File: src/rtl/params_pkg.sv
// Shared parameters and types for the AXI burst splitter.
// Holds the bus-width defaults, the AXI 4 KB boundary constant,
// the AXI burst-type encoding and the splitter FSM state type.
package params_pkg;

  localparam int ADDR_WIDTH      = 32;
  localparam int DATA_WIDTH      = 32;
  localparam int BUS_AIW         = 8;

  // AXI bursts must never cross this many bytes.
  localparam int AXI_4K_BOUNDARY = 4096;

  typedef enum logic [1:0] {
    FIXED = 2'b00,
    INCR  = 2'b01,
    WRAP  = 2'b10
  } axi_burst_t;

  typedef enum logic {
    IDLE  = 1'b0,
    ISSUE = 1'b1
  } splitter_state_t;

endpackage

File: src/rtl/axi_burst_len_calc.sv
// Combinational burst-size calculator for the AXI burst splitter.
// The result is the smallest of three limits: the beats still owed,
// the configured maximum burst length, and the beats that fit before
// the next 4 KB boundary.
module axi_burst_len_calc #(
  parameter int ADDR_WIDTH    = params_pkg::ADDR_WIDTH,
  parameter int DATA_WIDTH    = params_pkg::DATA_WIDTH,
  parameter int LEN_WIDTH     = 16,
  parameter int MAX_BURST_LEN = 256
) (
  input  logic [ADDR_WIDTH-1:0] addr,
  input  logic [LEN_WIDTH-1:0]  remaining,
  output logic [8:0]            burst
);
  import params_pkg::*;

  localparam int BYTES     = DATA_WIDTH / 8;
  localparam int SIZE_LOG2 = $clog2(BYTES);

  logic [12:0] bytes_to_4k;
  logic [12:0] beats_to_4k;
  logic        unused_addr_hi;

  // Only the offset within the current 4 KB page matters here.
  assign unused_addr_hi = ^addr[ADDR_WIDTH-1:12];

  // Clamp to the max burst first, then to remaining beats, then to the page end.
  always_comb begin
    bytes_to_4k = 13'(AXI_4K_BOUNDARY) - {1'b0, addr[11:0]};
    beats_to_4k = bytes_to_4k >> SIZE_LOG2;
    burst       = 9'(MAX_BURST_LEN);
    if (32'(remaining) < 32'(MAX_BURST_LEN)) begin
      burst = 9'(remaining);
    end
    if (32'(beats_to_4k) < 32'(burst)) begin
      burst = 9'(beats_to_4k);
    end
  end

endmodule

File: src/rtl/axi_burst_splitter.sv
// AXI burst splitter: turns one long command (address + length in beats)
// into a series of INCR bursts on an AXI address channel, each no longer
// than MAX_BURST_LEN and never crossing a 4 KB boundary. cmd_done pulses
// for one cycle after the last burst is accepted (or after a zero-length
// command is accepted).
// Optional feature: define AXI_BURST_SPLITTER_STATS_EN to add saturating
// burst_count / cmd_count statistics outputs.
module axi_burst_splitter #(
  parameter int ADDR_WIDTH    = params_pkg::ADDR_WIDTH,
  parameter int DATA_WIDTH    = params_pkg::DATA_WIDTH,
  parameter int ID_WIDTH      = params_pkg::BUS_AIW,
  parameter int LEN_WIDTH     = 16,
  parameter int MAX_BURST_LEN = 256
) (
  input  logic                  clk,
  input  logic                  rst,
  input  logic                  cmd_valid,
  output logic                  cmd_ready,
  input  logic [ADDR_WIDTH-1:0] cmd_addr,
  input  logic [LEN_WIDTH-1:0]  cmd_len,
  input  logic [ID_WIDTH-1:0]   cmd_id,
  output logic                  ax_valid,
  input  logic                  ax_ready,
  output logic [ADDR_WIDTH-1:0] ax_addr,
  output logic [7:0]            ax_len,
  output logic [2:0]            ax_size,
  output logic [1:0]            ax_burst,
  output logic [ID_WIDTH-1:0]   ax_id,
  output logic                  cmd_done
`ifdef AXI_BURST_SPLITTER_STATS_EN
  ,
  output logic [31:0]           burst_count,
  output logic [31:0]           cmd_count
`endif
);
  import params_pkg::*;

  localparam int BYTES     = DATA_WIDTH / 8;
  localparam int SIZE_LOG2 = $clog2(BYTES);
  localparam logic [ADDR_WIDTH-1:0] ALIGN_MASK = ADDR_WIDTH'(BYTES - 1);

  splitter_state_t       state_q, state_d;
  logic [ADDR_WIDTH-1:0] addr_q;
  logic [LEN_WIDTH-1:0]  rem_q;
  logic [ID_WIDTH-1:0]   id_q;
  logic                  done_q;
  logic [8:0]            burst;
  logic                  cmd_fire;
  logic                  cmd_zero;
  logic                  ax_fire;
  logic                  last_burst;

  axi_burst_len_calc #(
    .ADDR_WIDTH    (ADDR_WIDTH),
    .DATA_WIDTH    (DATA_WIDTH),
    .LEN_WIDTH     (LEN_WIDTH),
    .MAX_BURST_LEN (MAX_BURST_LEN)
  ) u_len_calc (
    .addr      (addr_q),
    .remaining (rem_q),
    .burst     (burst)
  );

  assign cmd_fire   = cmd_ready && cmd_valid && (cmd_len != '0);
  assign cmd_zero   = cmd_ready && cmd_valid && (cmd_len == '0);
  assign ax_fire    = ax_valid && ax_ready;
  assign last_burst = (rem_q == LEN_WIDTH'(burst));

  // FSM state register; reset abandons any command in flight.
  always_ff @(posedge clk or posedge rst) begin
    if (rst) begin
      state_q <= IDLE;
    end else begin
      state_q <= state_d;
    end
  end

  // Next state: start issuing on a non-empty command, stop after the final burst.
  always_comb begin
    state_d = state_q;
    case (state_q)
      IDLE:    if (cmd_valid && (cmd_len != '0)) state_d = ISSUE;
      ISSUE:   if (ax_ready && last_burst) state_d = IDLE;
      default: state_d = IDLE;
    endcase
  end

  // FSM outputs: accept commands only when idle, present a burst only while issuing.
  always_comb begin
    cmd_ready = 1'b0;
    ax_valid  = 1'b0;
    ax_len    = 8'd0;
    case (state_q)
      IDLE:    cmd_ready = 1'b1;
      ISSUE: begin
        ax_valid = 1'b1;
        ax_len   = 8'(burst - 9'd1);
      end
      default: ;
    endcase
  end

  // Command payload: latch aligned address on accept, advance after each burst.
  always_ff @(posedge clk or posedge rst) begin
    if (rst) begin
      addr_q <= '0;
      rem_q  <= '0;
      id_q   <= '0;
      done_q <= 1'b0;
    end else begin
      done_q <= cmd_zero || (ax_fire && last_burst);
      if (cmd_fire) begin
        addr_q <= cmd_addr & ~ALIGN_MASK;
        rem_q  <= cmd_len;
        id_q   <= cmd_id;
      end else if (ax_fire) begin
        addr_q <= addr_q + (ADDR_WIDTH'(burst) << SIZE_LOG2);
        rem_q  <= rem_q - LEN_WIDTH'(burst);
      end
    end
  end

  assign ax_addr  = addr_q;
  assign ax_size  = 3'(SIZE_LOG2);
  assign ax_burst = 2'(INCR);
  assign ax_id    = id_q;
  assign cmd_done = done_q;

`ifdef AXI_BURST_SPLITTER_STATS_EN
  // Saturating counters of accepted bursts and completed commands.
  always_ff @(posedge clk or posedge rst) begin
    if (rst) begin
      burst_count <= '0;
      cmd_count   <= '0;
    end else begin
      if (ax_fire && (burst_count != '1)) begin
        burst_count <= burst_count + 32'd1;
      end
      if (done_q && (cmd_count != '1)) begin
        cmd_count <= cmd_count + 32'd1;
      end
    end
  end
`endif

endmodule

File: config.mk
export PLATFORM = sky130hd
export DESIGN_NAME = axi_burst_splitter
export DESIGN_NICKNAME = d
export VERILOG_FILES = /design/src/rtl/params_pkg.sv /design/src/rtl/axi_burst_len_calc.sv /design/src/rtl/axi_burst_splitter.sv
export SDC_FILE = /design/constraint.sdc
export NUM_CORES = 1
export LEC_CHECK = 0
export BUFFER_PORTS_ARGS = -buffer_cell sky130_fd_sc_hd__buf_2
export CAP_MARGIN = 20
export CORE_ASPECT_RATIO = 1.1
export CORE_MARGIN = 2
export CORE_UTILIZATION = 50
export DETAILED_ROUTE_END_ITERATION = 10
export PLACE_DENSITY_LB_ADDON = 0.3
export RECOVER_POWER = 25
export SLEW_MARGIN = 20
export SYNTH_ARGS = -nofsm -noshare
export SYNTH_HDL_FRONTEND = slang
export SYNTH_SLANG_ARGS = --single-unit
File: constraint.sdc
create_clock -name clk -period 5.37 [get_ports clk]
set_input_delay 0.2685 -clock clk [delete_from_list [all_inputs] [get_ports clk]]
set_output_delay 0.2685 -clock clk [all_outputs]
set_load 0.01 [all_outputs]
==> impl_summary.log, run 1 <==
[metrics] CP Max Fanout: 7
[metrics] ratio of cells with drive above 1 in the final layout: 32.0%
[metrics] total DRC errors in the routed layout: 0
[metrics] async set-or-reset flop fraction in the synthesized netlist: 100%
[metrics] sink count of the clock tree: 56
[metrics] Max Slew Vio Count: 57
[metrics] Die ar.: 10300 µm²
[metrics] DR vias/cell: 6.20
[metrics] I/O pins: 116
[metrics] fill cell instance count of the final layout: 833
[metrics] top library cells by usage in the layout, fill and taps aside: buf_2 (106), nand2_1 (93), dfrtp_1 (55)
[metrics] weighted congestion reported at the end of routability-driven placement: 0.964
[metrics] critical path type: flop to flop
[metrics] placeable core region: 9260 µm²
[metrics] Cells after Synth: 593
[metrics] drt total wl: 14900 µm
[metrics] number of rows created at floorplan: 37
[metrics] sum of negative setup slack: 0 ns
[metrics] sum of overflow across all layers after global routing: 0
[metrics] drt first-iter violations: 355
[metrics] H-tree level count: 2
[metrics] ratio of total power to cell area: 720 nW/µm²
[metrics] Max rail drop VDD: 305 µV
[metrics] cell area after synthesis: 4730 µm²
[metrics] setup skew after layout: 0.00834 ns
[metrics] placed cell area: 5540 µm²
[metrics] cell area after layout: 5980 µm²
[metrics] HPWL after detailed placement: 10600 µm
[metrics] vias: 5278
[metrics] total setup violations reported at the end of the flow: 0
[metrics] diode count: 0
[metrics] count of cell types in the netlist: 84
[metrics] clock-pin transition on the worst setup and hold timing paths: 0.11 ns
[metrics] initial antenna violation count: 0
[metrics] count of hold-fix buffers inserted at cts: 0
[metrics] Worst Hold Class: primary input to flop
[metrics] width of the chip: 96.7 µm
[metrics] actual slew at the worst max-slew pin: 3.21 ns
[metrics] sequential fraction of the synthesis area: 29.6%
[metrics] wire length of the first global-routing pass: 23900 µm
[metrics] Pleak: 0.00278 µW
[metrics] maximum number of pins on one net before global-route repair: 58
[metrics] violations in the final reports: capacitance limit, slew limit
[metrics] DR pass1 iterations: 5
[metrics] height of the die: 106 µm
[metrics] most common library cell in the layout ignoring fill and taps: buf_2
[metrics] unrepaired setup endpoints after global routing: true
[metrics] status: finished, violations left
[metrics] number of buffers created by CTS: 5
[metrics] initial cell density of the core: 51.1%
[metrics] max_cap viols: 1
[metrics] Synth Register Bits: 56
[metrics] CP arrival: 5.42 ns
[metrics] Root Driver: clkbuf_8
[metrics] wire length per cell after detailed routing: 17.5 µm
[metrics] remaining number of nets flagged by the antenna check after routing: 0
[metrics] number of synthesized flops with an enable pin: 0
[metrics] CP Data Required Time: 5.57 ns
[metrics] layout overhead on the synthesized area: 26.3%
[metrics] most instantiated flip-flop cell in the synthesis netlist: dfrtp_1
[metrics] average footprint of a synthesized cell: 7.98 µm²
[metrics] Startpoint Class: flop
[metrics] buffer levels on the longest clock path: 2
[metrics] CTS tree: done
[metrics] synthesis warning total: 0
[metrics] number of input and output port buffers inserted: 106
[metrics] global-route total usage across every layer: 28.0%
[metrics] hold slack final: 0.124 ns
[metrics] min Tclk post-route: 5.23 ns
[metrics] Fmax: 191 MHz
[metrics] Hold Fails Final Rpt: 0
[metrics] Tcrit/Tclk final: 97.3%
[metrics] vias in the first global route: 5055
[metrics] crit end category: flop
[metrics] number of nets in the layout: 814
[metrics] later-pin clock latency in the skew report: 0.33 ns
[metrics] worst slew margin relative to its limit: -114%
## sequential cells by signal, summed over array words and instances (netlist names)
register	cells
ax_addr	30
rem_q	16
ax_id	8
cmd_done	1
state_q	1
## report_power, final
| part | internal [µW] | switching, µW | total, µW | leakage [µW] |
|---|---|---|---|---|
| clock | 96.7 | 165 | 262 | 0.0000491 |
| combinational | 1370 | 1800 | 3180 | 0.00206 |
| sequential | 614 | 248 | 862 | 0.000672 |
| total | 2080 | 2220 | 4300 | 0.00278 |
## cells in the mapped netlist, types with 4 or more instances
cell type,number,area [µm²]
nand2_1,100,375
dfrtp_1,56,1400
nor2_1,42,158
o21ai_0,35,175
a21oi_1,27,135
inv_1,25,93.8
clkbuf_1,20,75.1
ha_1,20,250
nor3_1,19,95.1
nand3_1,18,90.1
xnor2_1,16,140
o211ai_1,15,113
a22oi_1,14,105
a21o_1,13,97.6
and3_1,13,81.3
buf_4,10,75.1
nor4_1,9,56.3
a221o_1,8,80.1
o21ai_1,8,40.0
a32oi_1,7,61.3
xor2_1,6,52.6
a31oi_1,5,31.3
nand4_1,5,31.3
and2_1,4,25.0
nor2b_1,4,25.0
o311ai_0,4,35.0
o31a_1,4,35.0
## final timing paths
| path | startpoint | cells after the start | slack, ns | endpoint |
|---|---|---|---|---|
| setup / recovery | rem_q[9] | 25 | 0.14 | ax_addr[22] |
| hold / removal | cmd_id[4] | 3 | 0.12 | ax_id[4] |
| setup reg to reg | rem_q[9] | 25 | 0.14 | ax_addr[22] |
| hold reg to reg | ax_id[1] | 2 | 0.49 | ax_id[1] |
| max in group asynchronous | rst | 3 | 2.20 | rem_q[12] |
| min in group asynchronous | rst | 3 | 1.15 | ax_addr[23] |
## cell type report
class,count,area [µm²],area share [%]
Clock inverter,3,26.3,0.440
Clock buffer,5,68.8,1.15
Timing Repair Buffer,164,977,16.4
Inverter,25,93.8,1.57
Tap cell,117,146,2.45
Multi-Input combinational cell,481,3260,54.6
Sequential cell,56,1400,23.5
## cell families (layout without fill, tap and decap cells)
logic type	Yosys count	in the layout	share of synthesized area, %
AO/OA/AOI/OAI	184	184	28.5
XOR/XNOR	22	22	4.07
adder cells (fa/ha/maj)	23	23	6.14
buffers and inverters	61	197	5.74
flip-flops	56	56	29.6
multiplexers	2	2	0.529
other	2	7	0.159
AND/OR/NAND/NOR	243	243	25.3
## metrics by stage
stage	setup WS (ns)	instances	util [%]	power, µW
global placement	0.105	823	59.9	3620
CTS	0.0323	831	61.0	3980
global route	-0.0697	851	64.5	4640
floorplan	-0.0480	598	-	2750
detailed placement	-0.0358	823	59.9	3700
finish	0.143	851	64.5	4300
## critical path, cell delays in order (launching register included)
cell and delay [ns]:
dfrtp_1 0.42, or4_4 0.57, nor2_4 0.13, buf_6 0.14, buf_4 0.11, buf_4 0.10, nand2_1 0.07, ha_1 0.30
nand2_1 0.08, a211o_2 0.30, o221a_2 0.26, nand2_2 0.11, nand3_1 0.11, o21ai_2 0.08, ha_1 0.19, inv_1 0.07
fa_1 0.40, nor2b_2 0.14, o21ai_0 0.10, nand2b_1 0.16, o21ai_0 0.19, a21oi_2 0.30, o221ai_4 0.19, nor3_1 0.31
xnor2_1 0.17, o21ai_1 0.08
## metal layers
metal  up-vias  wire length [µm]  GRT usage, %
li1       2449                 -             -
met1      2556              6070          35.3
met2       241              7260          47.9
met3        32              1150          5.33
met4         0               386          9.96
met5         -                 0             0
## timing repair
item                       CTS  global route
buffers inserted             0            20
gates resized for setup      1            41
pin swaps                    0            24
setup endpoints to repair    2            28
No activity file was read; power rests on OpenSTA's default activity.
==> inputs of run 2 (changes only) <==
- ABC_AREA: not set -> 1
- clock period: 5.37 -> 4.8 ns (I/O delays scaled with it)
==> run 2 against run 1 <==
Against the previous run: the run still ends with capacitance limit, slew limit left; synthesized cell count is 43% higher; via count is 8.7% higher; die area is 9.7% higher; largest power group unchanged; worst setup slack better by 0.27 ns; register-to-register slack better by 0.27 ns; highest routed layer unchanged; critical path type unchanged; non-clock buffer count is 46 lower; combinational power is 5% higher; first-iteration DRC count is 9.3% lower; global-route usage is 0.39 points lower.
==> impl_summary.log, run 2 <==
[metrics] cell area after synthesis: 5210 µm² (was 4730 µm²)
[metrics] sum of overflow across all layers after global routing: 0 (unchanged)
[metrics] DR pass1 iterations: 5 (unchanged)
[metrics] DR vias/cell: 5.32 (was 6.20)
[metrics] buffer levels on the longest clock path: 2 (unchanged)
[metrics] crit end category: flop (unchanged)
[metrics] count of hold-fix buffers inserted at cts: 0 (unchanged)
[metrics] setup skew after layout: 0.00897 ns (was 0.00834 ns)
[metrics] remaining number of nets flagged by the antenna check after routing: 0 (unchanged)
[metrics] weighted congestion reported at the end of routability-driven placement: 0.960 (was 0.964)
[metrics] Worst Hold Class: primary input to flop (unchanged)
[metrics] HPWL after detailed placement: 11700 µm (was 10600 µm)
[metrics] CP arrival: 4.58 ns (was 5.42 ns)
[metrics] drt first-iter violations: 322 (was 355)
[metrics] Root Driver: clkbuf_16 (was clkbuf_8)
[metrics] Worst R2R Start: ax_addr[2] (was rem_q[9])
[metrics] later-pin clock latency in the skew report: 0.30 ns (was 0.33 ns)
[metrics] fill cell instance count of the final layout: 1031 (was 833)
[metrics] wire length of the first global-routing pass: 25100 µm (was 23900 µm)
[metrics] number of synthesized flops with an enable pin: 0 (unchanged)
[metrics] top library cells by usage in the layout, fill and taps aside: nand2_1 (278), inv_1 (125), buf_2 (106) (was buf_2 (106), nand2_1 (93), dfrtp_1 (55))
[metrics] actual slew at the worst max-slew pin: 3.19 ns (was 3.21 ns)
[metrics] total DRC errors in the routed layout: 0 (unchanged)
[metrics] Die ar.: 11300 µm² (was 10300 µm²)
[metrics] Hold Fails Final Rpt: 0 (unchanged)
[metrics] cell area after layout: 6100 µm² (was 5980 µm²)
[metrics] maximum number of pins on one net before global-route repair: 57 (was 58)
[metrics] diode count: 0 (unchanged)
[metrics] worst reg2reg endpoint: ax_addr[28] (was ax_addr[22])
[metrics] status: finished, violations left (unchanged)
[metrics] count of cell types in the netlist: 41 (was 84)
[metrics] violations in the final reports: capacitance limit, slew limit (unchanged)
[metrics] Yosys top cell area share: 26.9% (was 29.6%)
[metrics] clock-pin transition on the worst setup and hold timing paths: 0.08 ns (was 0.11 ns)
[metrics] critical path type: flop to flop (unchanged)
[metrics] WL met3: 1190 µm (was 1150 µm)
[metrics] sum of negative setup slack: 0 ns (unchanged)
[metrics] most repeated cell in the gate-level netlist after synthesis: nand2_1 (unchanged)
[metrics] CTS tree: done (unchanged)
[metrics] Tcrit/Tclk final: 91.4% (was 97.3%)
[metrics] async set-or-reset flop fraction in the synthesized netlist: 100% (unchanged)
[metrics] drt total wl: 15100 µm (was 14900 µm)
[metrics] I/O pins: 116 (unchanged)
[metrics] Fmax: 228 MHz (was 191 MHz)
[metrics] layout overhead on the synthesized area: 17.1% (was 26.3%)
[metrics] CP Data Required Time: 4.99 ns (was 5.57 ns)
[metrics] vias in the first global route: 5344 (was 5055)
[metrics] number of buffers created by CTS: 5 (unchanged)
[metrics] CP most frequent cell: inv_1
[metrics] ratio of cells with drive above 1 in the final layout: 18.2% (was 32.0%)
[metrics] Critical Path Source: ax_addr[2] (was rem_q[9])
[metrics] worst slew margin relative to its limit: -113% (was -114%)
[metrics] count of placed standard cells including taps: 1066 (was 823)
[metrics] depth of the worst register-to-register path: 30 (was 25)
[metrics] Critical Path End: ax_addr[28] (was ax_addr[22])
[metrics] synthesis warning total: 0 (unchanged)
[metrics] min Tclk post-route: 4.39 ns (was 5.23 ns)
[metrics] sequential fraction of the synthesis area: 26.9% (was 29.6%)
[metrics] stage delay of the slowest cell on the critical path: 0.42 ns (was 0.57 ns)
[metrics] Slowest-stage cell, CP: dfrtp_1 (was or4_4)
[metrics] Cells after Synth: 846 (was 593)
[metrics] worst setup slack for register-to-register paths: 0.41 ns (was 0.14 ns)
[metrics] sink count of the clock tree: 56 (unchanged)
[metrics] number of input and output port buffers inserted: 106 (unchanged)
[metrics] initial cell density of the core: 50.8% (was 51.1%)
[metrics] height of the die: 111 µm (was 106 µm)
[metrics] Largest register FFs: 30 (unchanged)
[metrics] final standard cell count with taps included and fillers excluded: 1077 (was 851)
[metrics] ratio of total power to cell area: 785 nW/µm² (was 720 nW/µm²)
[metrics] CP Max Fanout: 15 (was 7)
[metrics] Synth Register Bits: 56 (unchanged)
[metrics] cell types occupying the most area after synthesis: dfrtp_1 (27%), nand2_1 (20%), nand3_1 (9.2%) (was dfrtp_1 (30%), nand2_1 (7.9%), ha_1 (5.3%))
[metrics] average footprint of a synthesized cell: 6.16 µm² (was 7.98 µm²)
[metrics] met2 WL: 7070 µm (was 7260 µm)
[metrics] wire length per cell after detailed routing: 14.1 µm (was 17.5 µm)
[metrics] Max Slew Vio Count: 57 (unchanged)
[metrics] max_cap viols: 1 (unchanged)
[metrics] width of the chip: 101 µm (was 96.7 µm)
[metrics] total power consumption of the routed design: 4790 µW (was 4300 µW)
[metrics] number of nets in the layout: 1035 (was 814)
[metrics] Highest Signal Layer: met4 (unchanged)
[metrics] H-tree level count: 2 (unchanged)
[metrics] Max rail drop VDD: 355 µV (was 305 µV)
[metrics] Startpoint Class: flop (unchanged)
[metrics] vias: 5735 (was 5278)
[metrics] placeable core region: 10200 µm² (was 9260 µm²)
[metrics] placed cell area: 5870 µm² (was 5540 µm²)
[metrics] most common library cell in the layout ignoring fill and taps: nand2_1 (was buf_2)
[metrics] total setup violations reported at the end of the flow: 0 (unchanged)
[metrics] number of rows created at floorplan: 39 (was 37)
[metrics] Pleak: 0.00327 µW (was 0.00278 µW)
[metrics] most instantiated flip-flop cell in the synthesis netlist: dfrtp_1 (unchanged)
[metrics] routed length on met1: 6780 µm (was 6070 µm)
[metrics] initial antenna violation count: 0 (unchanged)
[metrics] largest area contributor in the synthesized netlist: dfrtp_1 (unchanged)
[metrics] global-route total usage across every layer: 27.6% (was 28.0%)
[metrics] most used standard cells in the synthesized netlist: nand2_1 (279), inv_1 (126), nand3_1 (96) (was nand2_1 (100), dfrtp_1 (56), nor2_1 (42))
## run 2: cell count changes in the layout (fill, tap and decap cells not counted), moves of 14 or more
cell,change
nand3_1,+79
a22oi_1,-14
inv_1,+100
nor2_1,+29
nand2_1,+185
buf_4,-43
## run 2: what timing repair did
| item | in CTS | in global routing |
|---|---|---|
| buffers inserted | 0 | 4 |
| endpoints found under the setup margin | 0 | 27 |
| resized for setup | 0 | 6 |
## run 2: worst min path at each step
stage,from,end,cells after the start
2_1_floorplan,cmd_id[0],ax_id[0],2
3_3_place_gp,cmd_id[3],ax_id[3],3
3_5_place_dp,cmd_id[1],ax_id[1],3
4_1_cts,cmd_id[3],ax_id[3],3
5_1_grt,cmd_id[3],ax_id[3],3
6_report,cmd_id[3],ax_id[3],3
## run 2: worst max-delay path: cells and delay by family, from the launching register on
kind,cells,cell delay [ns]
compound gates,5,0.71
buf+inv,8,0.71
fa+ha+maj,4,0.98
simple gates,13,1.43
flops,1,0.42
## run 2: routing by layer
metal	vias to the layer above	global-route usage [%]
li1	2899	-
met4	0	5.59
met2	211	45.0
met1	2616	39.1
met3	9	3.47
met5	-	0
## run 2: kinds of logic (layout without fill, tap and decap cells)
group | after synthesis | count (layout) | synth area share, %
AND/OR/NAND/NOR | 506 | 506 | 42.5
buffers and inverters | 156 | 259 | 11.9
AO/OA/AOI/OAI | 90 | 90 | 10.8
flip-flops | 56 | 56 | 26.9
adder cells (fa/ha/maj) | 21 | 21 | 5.19
XOR/XNOR | 15 | 15 | 2.52
other | 2 | 7 | 0.144
## run 2: area by class of cell
class	count	area [µm²]	area share, %
Multi-Input combinational cell	639	3220	52.8
Sequential cell	56	1400	23.0
Timing Repair Buffer	118	637	10.4
Inverter	134	503	8.25
Tap cell	123	154	2.52
Clock buffer	5	125	2.05
Clock inverter	2	60.1	0.985
## run 2: power by group
part           internal, µW  switching (µW)  total [µW]
Clock                   297             184         481
Combinational          1210            2150        3350
Sequential              697             256         953
## run 2: metrics by stage
stage	util (%)	hold WS (ns)	worst slack, ns
after floorplan	-	0.350	0.484
after global placement	57.0	0.436	0.375
after detailed placement	57.3	0.442	0.269
after CTS	59.1	0.128	0.247
after global routing	59.5	0.128	-0.0445
final	59.5	0.127	0.413
